==> config.mk <==
export PLATFORM = sky130hd
export DESIGN_NAME = mult_iter
export DESIGN_NICKNAME = d
export VERILOG_FILES = /design/src/rtl/mult_iter.sv
export SDC_FILE = /design/constraint.sdc
export NUM_CORES = 1
export LEC_CHECK = 0
export BUFFER_PORTS_ARGS = -buffer_cell sky130_fd_sc_hd__buf_2
export CORE_MARGIN = 5
export CORE_UTILIZATION = 33
export DETAILED_ROUTE_END_ITERATION = 10
export GPL_TIMING_DRIVEN = 1
export PLACE_DENSITY = 0.53
export SLEW_MARGIN = 30
export SYNTH_ARGS = -nofsm -noshare
export SYNTH_HDL_FRONTEND = slang
export SYNTH_SLANG_ARGS = --single-unit
==> constraint.sdc <==
create_clock -name clk -period 6.6 [get_ports clk]
set_input_delay 1.65 -clock clk [delete_from_list [all_inputs] [get_ports clk]]
set_output_delay 1.65 -clock clk [all_outputs]
set_load 0.05 [all_outputs]
==> src/rtl/mult_iter.sv <==
`timescale 1ns/1ps
// Iterative shift-add multiplier, BITS_PER_CYCLE multiplier bits retired per CALC cycle.
// Result after WIDTH/BITS_PER_CYCLE+1 cycles; dropping mult_begin mid-CALC aborts the operation.
module mult_iter #(
  parameter int WIDTH          = 32,
  parameter int BITS_PER_CYCLE = 1
) (
  input  logic                 clk,
  input  logic                 resetn,
  input  logic                 mult_begin,
  input  logic                 mult_signed,
  input  logic [WIDTH-1:0]     mult_op1,
  input  logic [WIDTH-1:0]     mult_op2,
  output logic [2*WIDTH-1:0]   product,
  output logic                 mult_end,
  output logic                 mult_busy
);

  localparam int N  = WIDTH / BITS_PER_CYCLE;
  localparam int PW = 2 * WIDTH;
  localparam int CW = (N > 1) ? $clog2(N) : 1;
  localparam logic [CW-1:0] LAST = CW'(N - 1);

  typedef enum logic [1:0] {IDLE, CALC, DONE} state_t;

  state_t          state_q, state_d;
  logic [CW-1:0]   count_q, count_d;
  logic [PW-1:0]   acc_q, acc_d;
  logic [PW-1:0]   mcand_q, mcand_d;
  logic [WIDTH-1:0] mplier_q, mplier_d;
  logic            neg_q, neg_d;
  logic [PW-1:0]   product_q, product_d;

  logic [WIDTH-1:0] mag1, mag2;
  logic [PW-1:0]    partial, acc_sum;

  // Signed operands are reduced to magnitudes; the sign is reapplied once at the end.
  assign mag1 = (mult_signed && mult_op1[WIDTH-1]) ? -mult_op1 : mult_op1;
  assign mag2 = (mult_signed && mult_op2[WIDTH-1]) ? -mult_op2 : mult_op2;

  always_comb begin
    partial = '0;
    for (int j = 0; j < BITS_PER_CYCLE; j++) begin
      if (mplier_q[j]) partial = partial + (mcand_q << j);
    end
    acc_sum = acc_q + partial;
  end

  always_comb begin
    state_d   = state_q;
    count_d   = count_q;
    acc_d     = acc_q;
    mcand_d   = mcand_q;
    mplier_d  = mplier_q;
    neg_d     = neg_q;
    product_d = product_q;
    case (state_q)
      IDLE: begin
        if (mult_begin) begin
          mcand_d  = {{WIDTH{1'b0}}, mag1};
          mplier_d = mag2;
          neg_d    = mult_signed & (mult_op1[WIDTH-1] ^ mult_op2[WIDTH-1]);
          acc_d    = '0;
          count_d  = '0;
          state_d  = CALC;
        end
      end
      CALC: begin
        if (!mult_begin) begin
          state_d = IDLE;
        end else begin
          acc_d    = acc_sum;
          mcand_d  = mcand_q << BITS_PER_CYCLE;
          mplier_d = mplier_q >> BITS_PER_CYCLE;
          count_d  = count_q + CW'(1);
          if (count_q == LAST) begin
            product_d = neg_q ? -acc_sum : acc_sum;
            state_d   = DONE;
          end
        end
      end
      DONE:    state_d = IDLE;
      default: state_d = IDLE;
    endcase
  end

  always_ff @(posedge clk or negedge resetn) begin
    if (!resetn) begin
      state_q   <= IDLE;
      count_q   <= '0;
      acc_q     <= '0;
      mcand_q   <= '0;
      mplier_q  <= '0;
      neg_q     <= 1'b0;
      product_q <= '0;
    end else begin
      state_q   <= state_d;
      count_q   <= count_d;
      acc_q     <= acc_d;
      mcand_q   <= mcand_d;
      mplier_q  <= mplier_d;
      neg_q     <= neg_d;
      product_q <= product_d;
    end
  end

  assign product   = product_q;
  assign mult_end  = (state_q == DONE);
  assign mult_busy = (state_q != IDLE);

endmodule

==> summary.md <==
| Metric | Value |
|---|---|
| Status | finished, final reports clean |
| Seq/Total Area, Yosys | between 30% and 40% |
| Die X | ~240 µm |
| Syn Inst Count | approximately 2,100 |
| Max Cap Viol | 0 |
| Pleak | 8.32 nW |
| Setup Crit Path Kind | flop to flop |
| Drt wl/cell | ~19 µm |
| Htree depth | 1 |
| Worst setup SP type | flop |
| Max IR drop VDD | about 0.14 mV |
| CTS Root Buffer Type | clkbuf_16 |
| Die ar. | about 0.055 mm² |
| Post_cts resized | 0 |
| Worst hold slack | 0.470 ns |
| DRT Pass-1 Iters | 5 |
| GP Congestion | between 0.9 and 1 |
| DRT antenna net count | 0 |
| Worst hold path type | flop to flop |
| Skew-Pair Late Insertion Delay | 0.56 ns |
| Initial DRC count | about 1,000 |
| Total Routing Usage GR | 19.1% |
| Pre-CTS setup slack | approximately 0.95 ns |
| FF-to-FF path depth | 15 |
| Clock Sinks | ~230 |
| Number of post-CTS setup repair buffers | 0 |
| Final Hold Fails | 0 |
| Worst Path Required | between 7 and 8 ns |
| Flops & latches, synth | 232 |
| FFs w/ async S/R, synth | between 90% and 100% |
| Via density | ~5.5 |
| RSZ-0062 raised after global routing | false |
| Worst-margin pin slew | about 1.0 ns |
| DIE HEIGHT | 235 µm |
| DRC Markers | 0 |
| Layout cell share with drive strength beyond 1 | between 10 and 15% |
| Fin Setup TNS | 0 ns |
| Final count of negative-setup-slack endpoints | 0 |
| Largest net degree at the start of global routing | 110 |
| IO Port Bufs | 133 |
| Avg Cell Area, Syn | between 8 and 9 µm² |
| Initial antenna violation count | 9 |
| Number of global-route vias before repair | about 15,000 |
| Final worst setup slack | ~0.94 ns |
| Setup Skew | approximately 0.020 ns |
| I/O Pins | 134 |
| Clock buffer depth | 3 |
| Arrival time at the worst endpoint | 6.07 ns |
| Detailed Place HPWL | around 42 mm |
| Yosys warns | 0 |
| Post-synth EDFFs | 0 |
| Worst-path clk slew | ~0.06 ns |
| Max Clk Rate | 177 MHz |
| Net Count, Synth | 2,217 |
| Hold path cells | 2 |
| TritonCTS clock tree | done |
| Slew Viols, Final | 0 |
| CTS buffer count | 27 |
| Distinct cells, synth | 80 |
| Cts hold-fix bufs | 0 |
| Vias | roughly 16,000 |
| # nets final | around 2,300 |
| First-pass GRT wire length | approximately 87 mm |
| Starting Density | between 30 and 40% |
| Core Area | roughly 0.05 mm² |
| DRT Wirelength | between 50 and 60 mm |
| Crit-path max FO | 46 |
| Area grow syn2layout | 13.4% |
| Min Clock Period, post-route | approximately 5.7 ns |
| Pwr dens | between 200 and 250 mW/mm² |
| Synth Cell Area | 0.0168 mm² |
| Rel. slew slack | roughly a third |
| Grt total ovfl | 0 |
| Post-synth top flop | dfrtp_1 |
| Fin crit share | a little under nine tenths |
| Row count | 82 |
| Crit end category | flop |
[kinds of logic after synthesis]
family,Yosys count,share of synthesized area (%)
buffers and inverters,161,3.82
multiplexers,6,0.366
flip-flops,232,34.6
adder cells (fa/ha/maj),69,5.20
AND/OR/NAND/NOR,743,21.3
AO/OA/AOI/OAI,715,26.7
XOR/XNOR,154,8.05
[cell usage after synthesis (5+ instances only)]
cell / instances / area share, %
and2_1: 78 / 2.9
and3_1: 5 / 0.19
o211ai_1: 17 / 0.76
nor4b_1: 5 / 0.26
o21bai_1: 9 / 0.40
or2_2: 7 / 0.26
a22o_1: 71 / 3.7
nand2b_1: 11 / 0.41
a21o_1: 25 / 1.1
dfrtp_1: 232 / 35
o41ai_1: 10 / 0.52
or4_1: 11 / 0.49
ha_1: 68 / 5.1
a211oi_1: 9 / 0.40
o21ai_1: 22 / 0.66
nor2_1: 151 / 3.4
nand3_1: 27 / 0.81
a31oi_1: 10 / 0.37
clkbuf_1: 114 / 2.6
nor3_1: 30 / 0.90
xor2_1: 80 / 4.2
xnor2_1: 74 / 3.9
mux2i_1: 5 / 0.30
o21a_1: 16 / 0.72
a21oi_1: 183 / 5.5
buf_2: 16 / 0.48
nor4_1: 10 / 0.37
a211o_1: 6 / 0.31
a2111oi_0: 5 / 0.26
o31ai_1: 24 / 1.1
nand4_1: 44 / 1.6
o21ai_0: 250 / 7.5
inv_1: 27 / 0.60
o22ai_1: 12 / 0.45
or3_1: 33 / 1.2
nand2_1: 298 / 6.7
and4_1: 13 / 0.68
[flip-flops by register name, indices dropped and copies added, names as in the netlist]
| register | cells |
|---|---|
| product | 64 |
| mcand_q | 64 |
| mplier_q | 32 |
| state_q | 2 |
| neg_q | 1 |
| acc_q | 64 |
| count_q | 5 |
[per-stage QoR]
step	std cells	instance area (µm²)	total power, W	utilization [%]
global route	2818	19000	0.00446	37.9
CTS	2816	19000	0.00429	37.8
finish	2821	19000	0.00424	37.9
global placement	2766	17900	0.00246	35.6
detailed placement	2767	17900	0.00247	35.7
floorplan	2080	16800	0.00218	-
[layout by cell type (no fill, tap or decap), types with 10 or more instances in the layout]
cell	instances
nand2_1	296
o21ai_0	250
dfrtp_1	230
a21oi_1	183
nor2_1	150
buf_2	132
xor2_1	80
and2_1	77
xnor2_1	74
a22o_1	71
ha_1	68
nand4_1	44
or3_1	33
nor3_1	30
inv_1	27
nand3_1	27
clkbuf_16	27
a21o_1	25
o31ai_1	24
o21ai_1	22
o211ai_1	17
o21a_1	16
buf_4	14
and4_1	13
o22ai_1	12
or4_1	11
nor4_1	10
nand2b_1	10
o41ai_1	10
a31oi_1	10
[worst max-delay path: stages, from the launching register on]
cell and delay [ns]:
dfrtp_1 0.36, buf_4 0.39, and2_1 0.20, ha_1 0.35
a21oi_1 0.37, o21ai_0 0.27, a21oi_1 0.27, nand3_1 0.16
nor4b_1 0.86, o32ai_1 0.29, a2111oi_0 0.48, nand4_1 0.25
or2_0 0.48, o41ai_1 0.48, xor2_1 0.20, o21ai_0 0.10
[final cells by class]
type                            count  area (µm²)
Tap cell                          672         841
Clock buffer                       35         756
Inverter                           27         101
Antenna cell                        4        10.0
Clock inverter                     14         300
Sequential cell                   232        5810
Timing Repair Buffer              150         841
Fill cell                        5166       31200
Multi-Input combinational cell   1687       10300
[power by group]
| part | total, W | switching, W | internal [W] |
|---|---|---|---|
| registers | 0.00159 | 0.0000793 | 0.00151 |
| clock network | 0.00179 | 0.000635 | 0.00115 |
| logic | 0.000867 | 0.000565 | 0.000303 |
[layer usage]
layer / share of wire, % / vias up / GRT usage (%)
met5: 0.10 / - / 0
met4: 1.5 / 10 / 3.62
met3: 6.2 / 54 / 3.30
met2: 43 / 386 / 29.4
met1: 49 / 7464 / 28.5
li1: - / 7597 / -
[path summary, 6_finish.rpt]
kind	startpoint	endpoint	slack [ns]
worst max register to register	mplier_q[0]	product[54]	0.94
max in group asynchronous	resetn	product[24]	4.30
min in group asynchronous	resetn	mcand_q[9]	1.04
worst max-delay path	mplier_q[0]	product[54]	0.94
worst min-delay path	product[39]	product[39]	0.47
worst min register to register	product[39]	product[39]	0.47
Note: power is estimated with default switching activity, not from simulation.
